<file path="src/rtl/muldiv_pkg.sv">
// Shared definitions for the multiply/divide sequencer: FSM state encodings,
// operation codes and default parameter values.
// Latency: n/a (definitions only). Backpressure: n/a.
package muldiv_pkg;

    typedef enum logic [2:0] {
        ST_IDLE   = 3'd0,
        ST_ISSUE  = 3'd1,
        ST_WAIT   = 3'd2,
        ST_COMMIT = 3'd3,
        ST_ABORT  = 3'd4
    } state_t;

    localparam logic OP_MULT = 1'b0;
    localparam logic OP_DIV  = 1'b1;

    localparam int DEF_START_CYCLES   = 1;
    localparam int DEF_TIMEOUT_CYCLES = 64;
    localparam int DEF_CNT_W          = 7;

endpackage

</file>
<file path="src/rtl/muldiv_cycle_counter.sv">
// Saturating cycle counter with synchronous clear and a terminal-value compare.
// Latency: count updates on the clock edge after clr/en; at_term is combinational from count.
// Backpressure: none; en simply freezes the count when low, and it sticks at all-ones.
// Ports: clk, reset (async active-low), clr, en, term (compare value) -> count, at_term.
module muldiv_cycle_counter #(
    parameter int CNT_W = 7
) (
    input  logic             clk,
    input  logic             reset,
    input  logic             clr,
    input  logic             en,
    input  logic [CNT_W-1:0] term,
    output logic [CNT_W-1:0] count,
    output logic             at_term
);

    localparam logic [CNT_W-1:0] CNT_MAX = '1;

    always_ff @(posedge clk or negedge reset) begin
        if (!reset) begin
            count <= '0;
        end else if (clr) begin
            count <= '0;
        end else if (en && (count != CNT_MAX)) begin
            count <= count + 1'b1;
        end
    end

    assign at_term = (count == term);

endmodule

</file>
<file path="src/rtl/muldiv_sequencer.sv">
// Sequences one MULT/DIV at a time: start pulse, wait for unit ready, commit HI/LO together.
// Latency: request-to-done START_CYCLES+2 cycles minimum; divide-by-zero abort pulses 2 cycles after accept.
// Backpressure: req_ready only in IDLE; requests while busy are ignored, caller holds req_valid.
// Ports: req_valid/req_op/req_ready (controlUnit handshake), mult_start/mult_ready and
//        div_start/div_ready/div_zero (unit control), hi_wr/lo_wr/hilo_sel (HI/LO regs),
//        hilo_read -> stall, busy, done, exc_div0, err_timeout (status).
// Optional watchdog compiled in with MULDIV_TIMEOUT_EN; otherwise err_timeout is tied low.
module muldiv_sequencer
    import muldiv_pkg::*;
#(
    parameter int START_CYCLES   = DEF_START_CYCLES,
    parameter int TIMEOUT_CYCLES = DEF_TIMEOUT_CYCLES,
    parameter int CNT_W          = DEF_CNT_W
) (
    input  logic clk,
    input  logic reset,
    input  logic req_valid,
    input  logic req_op,
    output logic req_ready,
    output logic mult_start,
    input  logic mult_ready,
    output logic div_start,
    input  logic div_ready,
    input  logic div_zero,
    output logic hi_wr,
    output logic lo_wr,
    output logic hilo_sel,
    input  logic hilo_read,
    output logic stall,
    output logic busy,
    output logic done,
    output logic exc_div0,
    output logic err_timeout
);

    localparam logic [CNT_W-1:0] START_TERM   = CNT_W'(START_CYCLES - 1);
    localparam logic [CNT_W-1:0] TIMEOUT_TERM = CNT_W'(TIMEOUT_CYCLES - 1);

    state_t           state_q;
    state_t           state_d;
    logic             op_q;
    logic             hilo_sel_q;
    logic             cnt_clr;
    logic             cnt_en;
    logic [CNT_W-1:0] cnt_term;
    logic [CNT_W-1:0] cnt;
    logic             cnt_at_term;
    logic             sel_ready;

    // One counter serves both phases: start-pulse length in ISSUE, watchdog in WAIT.
    muldiv_cycle_counter #(
        .CNT_W (CNT_W)
    ) u_cnt (
        .clk     (clk),
        .reset   (reset),
        .clr     (cnt_clr),
        .en      (cnt_en),
        .term    (cnt_term),
        .count   (cnt),
        .at_term (cnt_at_term)
    );

    // Only the unit that was started is listened to.
    assign sel_ready = (op_q == OP_DIV) ? div_ready : mult_ready;

`ifdef MULDIV_TIMEOUT_EN
    logic tmo_d;
    logic tmo_q;
`endif

    always_comb begin
        state_d    = state_q;
        cnt_clr    = 1'b0;
        cnt_en     = 1'b0;
        cnt_term   = START_TERM;
        mult_start = 1'b0;
        div_start  = 1'b0;
`ifdef MULDIV_TIMEOUT_EN
        tmo_d      = 1'b0;
`endif
        case (state_q)
            ST_IDLE: begin
                if (req_valid) begin
                    state_d = ST_ISSUE;
                    cnt_clr = 1'b1;
                end
            end
            ST_ISSUE: begin
                // Zero divisor is only honoured on the first ISSUE cycle (count still 0),
                // and the divider is never started for it.
                if ((op_q == OP_DIV) && div_zero && (cnt == '0)) begin
                    state_d = ST_ABORT;
                end else begin
                    mult_start = (op_q == OP_MULT);
                    div_start  = (op_q == OP_DIV);
                    if (cnt_at_term) begin
                        state_d = ST_WAIT;
                        cnt_clr = 1'b1;
                    end else begin
                        cnt_en = 1'b1;
                    end
                end
            end
            ST_WAIT: begin
                cnt_term = TIMEOUT_TERM;
                cnt_en   = 1'b1;
                if (sel_ready) begin
                    state_d = ST_COMMIT;
`ifdef MULDIV_TIMEOUT_EN
                end else if (cnt_at_term) begin
                    // Ready takes priority; watchdog only fires with ready still low.
                    state_d = ST_IDLE;
                    tmo_d   = 1'b1;
`endif
                end
            end
            ST_COMMIT: state_d = ST_IDLE;
            ST_ABORT:  state_d = ST_IDLE;
            default:   state_d = ST_IDLE;
        endcase
    end

    always_ff @(posedge clk or negedge reset) begin
        if (!reset) begin
            state_q    <= ST_IDLE;
            op_q       <= OP_MULT;
            hilo_sel_q <= 1'b0;
        end else begin
            state_q <= state_d;
            if ((state_q == ST_IDLE) && req_valid) begin
                op_q <= req_op;
            end
            // HI/LO mux select follows the op only when a result is actually committed,
            // so an aborted or timed-out op leaves it untouched.
            if ((state_d == ST_COMMIT) && (state_q != ST_COMMIT)) begin
                hilo_sel_q <= op_q;
            end
        end
    end

`ifdef MULDIV_TIMEOUT_EN
    always_ff @(posedge clk or negedge reset) begin
        if (!reset) begin
            tmo_q <= 1'b0;
        end else begin
            tmo_q <= tmo_d;
        end
    end
    assign err_timeout = tmo_q;
`else
    assign err_timeout = 1'b0;
`endif

    assign req_ready = (state_q == ST_IDLE);
    assign busy      = (state_q != ST_IDLE);
    assign done      = (state_q == ST_COMMIT);
    assign hi_wr     = done;
    assign lo_wr     = done;
    assign exc_div0  = (state_q == ST_ABORT);
    assign hilo_sel  = hilo_sel_q;
    // Includes COMMIT, so an MFHI/MFLO never reads the pre-commit value.
    assign stall     = hilo_read & busy;

endmodule

</file>
<file path="config.mk">
export PLATFORM = sky130hd
export DESIGN_NAME = muldiv_sequencer
export DESIGN_NICKNAME = d
export VERILOG_FILES = /design/src/rtl/muldiv_pkg.sv /design/src/rtl/muldiv_cycle_counter.sv /design/src/rtl/muldiv_sequencer.sv
export SDC_FILE = /design/constraint.sdc
export NUM_CORES = 1
export LEC_CHECK = 0
export BUFFER_PORTS_ARGS = -buffer_cell sky130_fd_sc_hd__clkbuf_2
export CORE_MARGIN = 4
export CORE_UTILIZATION = 30
export CTS_CLUSTER_DIAMETER = 60
export DETAILED_ROUTE_END_ITERATION = 7
export SLEW_MARGIN = 30
export SYNTH_ARGS = -nofsm -noshare
export SYNTH_HDL_FRONTEND = slang
export SYNTH_HIERARCHICAL = 1
export SYNTH_SLANG_ARGS = --single-unit
export TNS_END_PERCENT = 1
</file>
<file path="constraint.sdc">
create_clock -name clk -period 2.25 [get_ports clk]
set_input_delay 0.3375 -clock clk [delete_from_list [all_inputs] [get_ports clk]]
set_output_delay 0.3375 -clock clk [all_outputs]
set_load 0.005 [all_outputs]
</file>
==> flow_summary_export.csv <==
group,metric,value,unit
drt,drc,0,
logic_synthesis,synth_cells,88,
logic_synthesis,yosys_warnings,6,
critical_path,max_stage_delay,0.41,ns
cts,clockBufferDepth,2,
power_and_ir_drop,ir_drop,0.0008605,V
worst_hold_path,holdCritPathClass,"input pin to flop",
floorplanning,dieArea,3704,um2
cts,cts-htree-levels,1,
cells_and_area,layout_common_cells,"17 x clkbuf_2, 12 x dfrtp_1, 9 x buf_4",
global_route,grt_pass1_vias,812,
cells_and_area,final_common_cell,"clkbuf_2",
drt,wl_per_cell,14.73,um
critical_path,cp_cell_sequence,"nor3b_4 > buf_12 > buf_6 > xor2_2 > nor4_2 > inv_1 > o31ai_2 > buf_4 > nor2_1 > a31oi_1 > o211ai_1",
cts,cts_tree,"done",
cts,cts_root_buffer,"clkbuf_4",
cells_and_area,syn2layout_area_growth,38.06,%
outcome,outcome,"finished clean",
drt,drt_first_pass_iters,4,
logic_synthesis,synth_seq_area_share,35.82,%
logic_synthesis,ys_seq_elements,12,
cts,cts.sinks,12,
logic_synthesis,syn_area,838.3,um2
placed_design,io_buffers,17,
sta,maxSlewViolCount,0,
cts,clkLatencyLatePin,0.27,ns
critical_path,cp_max_fo,6,
critical_path,crit_type,"flop to flop",
global_route,grt_max_degree,13,
cells_and_area,nets,127,
power_and_ir_drop,power.density,1442,nW/um2
global_route,antenna_found_initial,0,
logic_synthesis,synth_top_family_by_area,"simple AND/OR/NAND/NOR gates",
cells_and_area,drive_gt1_share,47.86,%
flow_run,drv_cap,0,
critical_path,critPathSlowestCell,"dfrtp_1",
floorplanning,dieHeight,60.86,um
drt,ant_nets,0,
cells_and_area,fillers,271,
sta,finalSetupViolCount,0,
sta,finalCriticalPeriod,2.248,ns
sta,finalHoldViolations,0,
global_route,grt_pass1_wl,3394,um
logic_synthesis,avgSynthCellArea,9.526,um2
global_route,grtUsageTotal,12.39,%
floorplanning,core_area,2567,um2
critical_path,crit_family,"simple AND/OR/NAND/NOR gates",
critical_path,critical_path_buf_inv_count,4,
critical_path,crit_path_start_kind,"flop",
sta,finalWorstSetupSlack,0.002293,ns
floorplanning,pin_count,19,
drt,drt-initial-drc-count,28,
logic_synthesis,synthAdderAreaFrac,1.493,%
logic_synthesis,synthMuxAreaShare,4.925,%
floorplanning,fp-row-count,18,
sta,fin_tns_setup,0,ns
floorplanning,die_w,60.86,um
sta,min_period_over_period,99.90,%
sta,fin_skew,0.001275,ns
critical_path,cp.required,2.40,ns
cells_and_area,diodes,0,
sta,max_freq,444.9,MHz
sta,rsz0062_at_grt,"yes",
placed_design,place.gp.congestion,0.7964,
drt,vias,772,
global_route,grt_overflow_total,0,
logic_synthesis,synth-xor-area-share,7.313,%
drt,viasPerCell,5.252,
placed_design,hpwl,1457,um
cts,cts_buffers,3,
placed_design,dp_slack,-0.03261,ns
cells_and_area,postLayoutCoreUtil,45.08,%
logic_synthesis,synth_compound_area_share,14.48,%
logic_synthesis,post_synth_num_cell_types,39,
floorplanning,initial_utilization,32.65,%
cts,path_clk_slew,0.07,ns
power_and_ir_drop,power_leakage,0.5281,nW
critical_path,arrival,2.39,ns
critical_path,worst_setup_path_end_kind,"flop",
logic_synthesis,yosys.area_share.simple,29.25,%
drt,wl,2165,um
registers in the layout, summed over array words and instances (netlist names):
name         count
state_q          3
op_q             1
hilo_sel         1
u_cnt/count      7
Yosys cell counts (all sizes together):
library cell / instances / area [um2]
and3: 3 / 18.77
nor3b: 4 / 41.29
nand4: 2 / 12.51
nor3: 2 / 15.01
inv: 3 / 11.26
nor4: 2 / 12.51
dfrtp: 12 / 300.3
and2b: 1 / 8.760
a31o: 2 / 17.52
a41oi: 1 / 8.760
ha: 1 / 12.51
nor2: 6 / 22.52
clkbuf: 1 / 3.750
o31ai: 1 / 7.510
nor2b: 2 / 12.51
and2: 1 / 6.260
nand3: 3 / 15.01
a21boi: 1 / 7.510
and4: 3 / 28.78
mux2: 3 / 41.29
a21oi: 3 / 15.01
o311ai: 1 / 8.760
conb: 1 / 3.750
buf: 6 / 37.53
a311oi: 2 / 17.52
o211ai: 2 / 15.01
xor2: 3 / 26.28
and3b: 1 / 10.01
a31oi: 3 / 18.77
nand4b: 2 / 17.52
nand2: 5 / 23.77
o21ai: 1 / 5.000
xnor2: 4 / 35.03
report_power, final:
| group | switching, mW | internal [mW] |
|---|---|---|
| Sequential | 0.0943 | 0.290 |
| Clock | 0.0719 | 0.0984 |
| Combinational | 0.533 | 0.581 |
final timing paths:
check | cells past startpoint | startpoint | slack, ns | endpoint
worst min register to register | 1 | hilo_sel | 0.52 | hilo_sel
worst min-delay path | 2 | req_op | 0.29 | op_q
max in group asynchronous | 2 | reset | 1.55 | u_cnt/count[4]
min in group asynchronous | 2 | reset | 0.47 | u_cnt/count[3]
worst max register to register | 11 | state_q[0] | 0.002 | u_cnt/count[0]
worst max-delay path | 11 | state_q[0] | 0.002 | u_cnt/count[0]
cell type report:
cell class	count	area [um2]	share of cell area (%)
Inverter	3	11.26	0.9730
Multi-Input combinational cell	67	551.8	47.68
Timing Repair Buffer	31	220.2	19.03
Clock buffer	4	36.28	3.135
Sequential cell	12	300.3	25.95
Tap cell	30	37.54	3.243
per-stage QoR:
| stage | instance area, um2 | cells | hold slack [ns] | power, mW |
|---|---|---|---|---|
| floorplan | 849.6 | 89 | 0.04191 | 0.9713 |
| global placement | 1002 | 137 | 0.2398 | 1.250 |
| detailed placement | 1002 | 137 | 0.2411 | 1.278 |
| CTS | 1096 | 146 | 0.2882 | 1.548 |
| global route | 1157 | 147 | 0.2845 | 1.803 |
| finish | 1157 | 147 | 0.2947 | 1.669 |
worst reg2reg max path, cell delays in order, from the launching register on:
cell	delay [ns]
dfrtp_1	0.41
nor3b_4	0.24
buf_12	0.15
buf_6	0.10
xor2_2	0.05
nor4_2	0.30
inv_1	0.12
o31ai_2	0.24
buf_4	0.20
nor2_1	0.07
a31oi_1	0.14
o211ai_1	0.10
timing repair:
action | CTS | global route
hold endpoints to repair | 12 | 0
pin swaps | 5 | 8
gates resized for setup | 4 | 13
hold buffers | 1 | 0
setup buffers | 4 | 1
setup endpoints to repair | 2 | 8
cells by family after synthesis:
group	Yosys count
adders and majority gates	1
DFF	12
other	1
muxes	3
and+or+nand+nor	37
xor gates and xnor gates	7
AOI/OAI and AO/OA	17
buffers and inverters	10
per-layer routing:
| layer | part of all wire, % | GRT usage (%) |
|---|---|---|
| met4 | 0.69 | 4.954 |
| met2 | 50 | 21.37 |
| met5 | 0 | 0 |
| met1 | 41 | 13.70 |
| met3 | 7.5 | 4.681 |
Power figures use the tool's default switching activity.
